**src/rtl/mem_stage.sv**
```systemverilog
// mem_stage: MEM pipeline stage; req/ack data-memory access with upstream stall.
// Optional MEM_ALIGN_CHECK_EN turns misaligned memory ops into a one-cycle misalign fault.
module mem_stage (
  input  logic        clock,
  input  logic        reset,
  input  logic [31:0] ex_alu,
  input  logic [31:0] ex_rt,
  input  logic [4:0]  ex_dst,
  input  logic        ex_reg_write,
  input  logic        ex_mem_reg_dst,
  input  logic        ex_mem_write,
  output logic        stall,
  output logic        dmem_req,
  output logic        dmem_we,
  output logic [31:0] dmem_addr,
  output logic [31:0] dmem_wdata,
  input  logic [31:0] dmem_rdata,
  input  logic        dmem_ack,
  output logic [31:0] wb_result,
  output logic [4:0]  wb_dst,
  output logic        wb_reg_write,
  output logic        misalign
);
  typedef enum logic {S_IDLE, S_WAIT} state_t;
  state_t      state_q;
  logic        req_q, we_q, wb_we_q, mis_q;
  logic [31:0] addr_q, wdata_q, wb_result_q;
  logic [4:0]  wb_dst_q;
  logic        mem_op, is_load, fault;
  assign mem_op  = ex_mem_write | ex_mem_reg_dst;
  assign is_load = ex_mem_reg_dst & ~ex_mem_write;
`ifdef MEM_ALIGN_CHECK_EN
  assign fault = mem_op & (|ex_alu[1:0]);
`else
  assign fault = 1'b0;
`endif
  assign stall = (state_q == S_IDLE) ? (mem_op & ~fault) : ~dmem_ack;
  always_ff @(posedge clock) begin
    if (reset) begin
      state_q     <= S_IDLE;
      req_q       <= 1'b0;
      we_q        <= 1'b0;
      addr_q      <= '0;
      wdata_q     <= '0;
      wb_result_q <= '0;
      wb_dst_q    <= '0;
      wb_we_q     <= 1'b0;
      mis_q       <= 1'b0;
    end else begin
      mis_q <= 1'b0;
      if (state_q == S_IDLE) begin
        if (fault) begin
          mis_q   <= 1'b1;
          wb_we_q <= 1'b0;
        end else if (mem_op) begin
          req_q   <= 1'b1;
          we_q    <= ex_mem_write;
          addr_q  <= {ex_alu[31:2], 2'b00};
          wdata_q <= ex_rt;
          wb_we_q <= 1'b0;
          state_q <= S_WAIT;
        end else begin
          wb_result_q <= ex_alu;
          wb_dst_q    <= ex_dst;
          wb_we_q     <= ex_reg_write;
        end
      end else if (dmem_ack) begin
        // a store that also claims load write-back returns the ALU value
        wb_result_q <= is_load ? dmem_rdata : ex_alu;
        wb_dst_q    <= ex_dst;
        wb_we_q     <= ex_reg_write;
        req_q       <= 1'b0;
        state_q     <= S_IDLE;
      end else begin
        wb_we_q <= 1'b0;
      end
    end
  end
  assign dmem_req     = req_q;
  assign dmem_we      = we_q;
  assign dmem_addr    = addr_q;
  assign dmem_wdata   = wdata_q;
  assign wb_result    = wb_result_q;
  assign wb_dst       = wb_dst_q;
  assign wb_reg_write = wb_we_q;
  assign misalign     = mis_q;
endmodule

```
**config.mk**
```make
export PLATFORM = sky130hd
export DESIGN_NAME = mem_stage
export DESIGN_NICKNAME = d
export VERILOG_FILES = /design/src/rtl/mem_stage.sv
export SDC_FILE = /design/constraint.sdc
export NUM_CORES = 1
export LEC_CHECK = 0
export ABC_AREA = 0
export CAP_MARGIN = 5
export CORE_UTILIZATION = 39
export CTS_CLUSTER_SIZE = 40
export DETAILED_ROUTE_END_ITERATION = 8
export PLACE_DENSITY_LB_ADDON = 0.05
export SKIP_LAST_GASP = 1
export SYNTH_ARGS = -nofsm -noshare
export SYNTH_HDL_FRONTEND = slang
export SYNTH_SLANG_ARGS = --single-unit
```
**constraint.sdc**
```tcl
create_clock -name clock -period 1.46 [get_ports clock]
set_input_delay 0.292 -clock clock [delete_from_list [all_inputs] [get_ports clock]]
set_output_delay 0.292 -clock clock [all_outputs]
set_load 0.01 [all_outputs]
```
* Word level (Yosys, flattened, before mapping)
Cells that the tools add are included.
** Operators by class
- Add/sub/neg operators :: 0
- Multipliers :: 0
- Divide/modulo/power cells :: 0
- $lt $le $gt $ge :: 0
- Eq/ne operators :: 2
- Shift-type cells :: 0
- Mux-type cells :: 17
- Bitwise operators :: 5
- Reductions and logical operators :: 4
** Operators by type and width (number)
- two-way mux 32 bit :: 4
- two-way mux 5 bit :: 3
- two-way mux 1 bit :: 10
- AND reduction 2 bit :: 3
- inequality test 2 bit, second input constant :: 2
- inverter 1 bit :: 3
- nonzero test 2 bit :: 1
- AND 1 bit :: 1
- OR 1 bit :: 1
** Storage, ports and cells
- Register bits after elaboration :: 103
- Latch bits :: 0
- Bits in writable memories :: 0
- Bits in read-only memories :: 0
- Logic and storage cells :: 36
- Memories kept :: 0

* Longest topological paths before layout
- Word-level depth :: 5
- Gate-level depth with buffers :: 5

* Worst setup path before layout
Ideal clock, no wire load.
- Kind :: reg-to-output
- Start :: reg state_q
- End :: out stall
- Data arrival time :: 0.931 ns
- Required time :: 1.168 ns
- Setup slack :: 0.237 ns
- Cell stages (with the launch flop) :: 5
- Path buffers :: 2
- Cells stage by stage :: dfxtp_1 -> o21bai_2 -> buf_6 -> buf_4 -> nand2_1
** Between the ends
- Cells in the longest elaborated chain, start to end :: 1
** Ends and longest elaborated chain
- from (decl) :: RTL line 25 : state_t state_q;
- from (signal assigned) :: RTL line 40 : state_q <= S_IDLE;
- from (signal assigned) :: RTL line 61 : state_q <= S_WAIT;
- from (signal assigned) :: RTL line 73 : state_q <= S_IDLE;
- two-way mux 1 bit :: RTL line 37 : assign stall = (state_q == S_IDLE) ? (mem_op & ~fault) : ~dmem_ack;
- to (decl) :: RTL line 12 : output logic stall,
Every way passes these cells.

* Worst setup path in the final report
- Start :: in dmem_ack
- End :: out stall
** Between the ends
- Cells in the longest elaborated chain, start to end :: 2
** Ends and longest elaborated chain
- from (decl) :: RTL line 18 : input logic dmem_ack,
- inverter 1 bit :: RTL line 37
- two-way mux 1 bit :: RTL line 37
Every way passes these cells.

==> metrics.txt <==
max-slew violations=0; die area=10,290 sq um; first-pass GRT wire length=16.88 mm; worst-path fanout max=2; Buffers on Ports=209; flops & latches, synth=103; first-pass iteration count of the detailed router=4; Mapped Avg Cell Area=9.425 sq um; Pint=4.626 mW; Setup crit end kind=primary output; CTS max path bufs=2; Congestion Overflow GR=0; Max VDD drop=0.6270 mV; Critical Path RT=1.17 ns; Num CTS Buffers=9; Top-Level Pins=213; vias in the first global route=3,399; Clock Skews=0.01162 ns; distinct cell type count after synthesis=26; crit path launch type=input port; Yosys top cell by area=dfxtp_1; crit path DAT=1.08 ns; GRT Util Overall=21.19%; wire per inst=15.01 um; count of max-cap constraint violations=0; cells after synthesis=409; min Tclk post-route=1.373 ns; final setup vio count=0; post-detail-place hpwl=8.066 mm; antenna-violating nets left=0; global placer's final weighted congestion=0.7691; Mapped Area=3855 sq um; H-tree levels=3; P_sw=1.664 mW; top cell type's share of synthesized area=53.49%; pin count of the biggest net entering global routing=53; sequential share of the synthesized area=53.49%; hold crit path type=in2reg; footprint of the multi-input gates=1582 sq um; main area contributors after synthesis=dfxtp_1 (53%), nand2_1 (12%), mux2i_1 (8.3%); switch share=26.45%; width of the die=101.4 um; power per cell area=1014 nW/um^2; yosys synthesis warning count=0; Clock Power Share=28.7%; Antenna Cells=0; RSZ-0062 raised after global routing=no; Hold Vio Cnt, Final=0; Register Area=2063 sq um; clock latency on the worst-skew pair=0.35 ns; NumNets Final=724; drt total wl=11.26 mm; DRC errors left=0; fraction of layout cells with a size suffix above 1=7.246%; number of post-CTS setup repair buffers=0; sequential share of power=49.8%; Placed Area=6102 sq um; die height=101.4 um; Comb power frac=21.5%; Initial Utilization=40.94%; Setup CP Type=in2out; FP Rows=35; status=complete, no violations; Num Clock Sinks=103; initial antenna violation count=0; Clk pin slew, worst setup/hold paths=0.09 ns; clock root cell=clkbuf_8; sum of negative setup slack=0 ns; fillcell total=835; Hold-fix buffers, CTS=0; Initial DRC Count=98; Vias=3,645; most common cell after layout, fill and taps aside=nand2_1; area grow syn2layout=60.95%; Max Freq=728.4 MHz; LEAKAGE=2.981 nW; CTS tree=done; most frequent cells in the layout=nand2_1 (125), clkdlybuf4s50_1 (103), dlygate4sd2_1 (103); hold_ws=0.3093 ns; post-route clock period utilization=94.03%; Via density=4.860; core area=9415 sq um; final non-filler cell area=6205 sq um
## power by group through the flow
stage / registers, mW / clock network [mW] / logic (mW)
floorplan: 3.31 / 0 / 0.502
global placement: 3.20 / 0 / 1.47
detailed placement: 3.21 / 0 / 1.49
CTS: 3.14 / 1.84 / 1.34
global route: 3.16 / 1.96 / 1.47
finish: 3.13 / 1.80 / 1.35
## cells in the mapped netlist
cell       number
inv_1           1
nor2_1          1
buf_1           3
conb_1          1
a21oi_2         1
nand3b_4        1
mux2i_1        32
o21ai_0         1
and2_1          1
nand2b_1        1
o2bb2ai_2       1
o21bai_2        1
nor3b_4         1
nand2_1       125
a211oi_1        1
o2bb2ai_1      31
a22o_1          5
buf_4          15
nand2b_2        1
a21oi_1        63
o21ba_2         1
dfxtp_1       103
clkbuf_1        3
nand3b_1        1
buf_6           5
buf_2           9
## flip-flops by register name, summed over array words and instances, names as in the netlist
name / cells
dmem_we: 1
state_q: 1
wb_reg_write: 1
dmem_req: 1
dmem_wdata: 32
dmem_addr: 30
wb_dst: 5
wb_result: 32
## layout make-up
class                   count  share of cell area (%)
clock buffers              12                   2.501
repair buffers            230                   35.41
well taps                 129                   2.601
inverters                   1                 0.06050
clock inverters             3                  0.6856
flip-flops and latches    103                   33.25
multi-input cells         272                   25.49
## logic make-up (layout without fill, tap and decap cells)
family / count (synthesis) / in the layout / share of synthesized area, %
AND/OR/NAND/NOR: 132 / 132 / 14.02
AO/OA/AOI/OAI: 105 / 105 / 17.85
flip-flops: 103 / 103 / 53.49
buffers and inverters: 36 / 246 / 6.231
multiplexers: 32 / 32 / 8.309
other: 1 / 3 / 0.09728
## per-layer routing
layer | GRT usage (%) | up-vias | part of all wire (%)
li1 | - | 1792 | -
met1 | 26.39 | 1706 | 42
met2 | 35.53 | 139 | 48
met3 | 6.142 | 8 | 8.8
met4 | 6.355 | 0 | 0.88
met5 | 0 | - | 0
## repair_timing
item                                    in CTS  in global routing
gates cloned                                 0                  1
endpoints found under the setup margin     103                 32
pin swaps                                    0                  0
gates resized for setup                    104                  6
## final timing paths
| path | from | to | slack, ns | cells after the start |
|---|---|---|---|---|
| setup / recovery | dmem_ack | stall | 0.09 | 4 |
| hold / removal | reset | dmem_addr[5] | 0.31 | 2 |
| setup reg to reg | state_q | wb_result[25] | 0.13 | 5 |
| hold reg to reg | dmem_wdata[31] | dmem_wdata[31] | 0.46 | 2 |
## per-stage QoR
| stage | util, % | power, mW | std cells | worst slack, ns |
|---|---|---|---|---|
| final | 65.90 | 6.290 | 750 | 0.08719 |
| after global routing | 65.90 | 6.593 | 750 | 0.03026 |
| after CTS | 65.53 | 6.323 | 749 | -0.06333 |
| after detailed placement | 64.81 | 4.698 | 734 | -0.3820 |
| after global placement | 64.81 | 4.675 | 734 | -0.3668 |
| after floorplan | - | 3.809 | 411 | 0.2366 |
## critical path: stages
cell and delay (ns):
clkdlybuf4s50_1 0.41, nand2b_2 0.18, nand2_1 0.07, clkbuf_2 0.13
(Power assumes the default switching activity.)
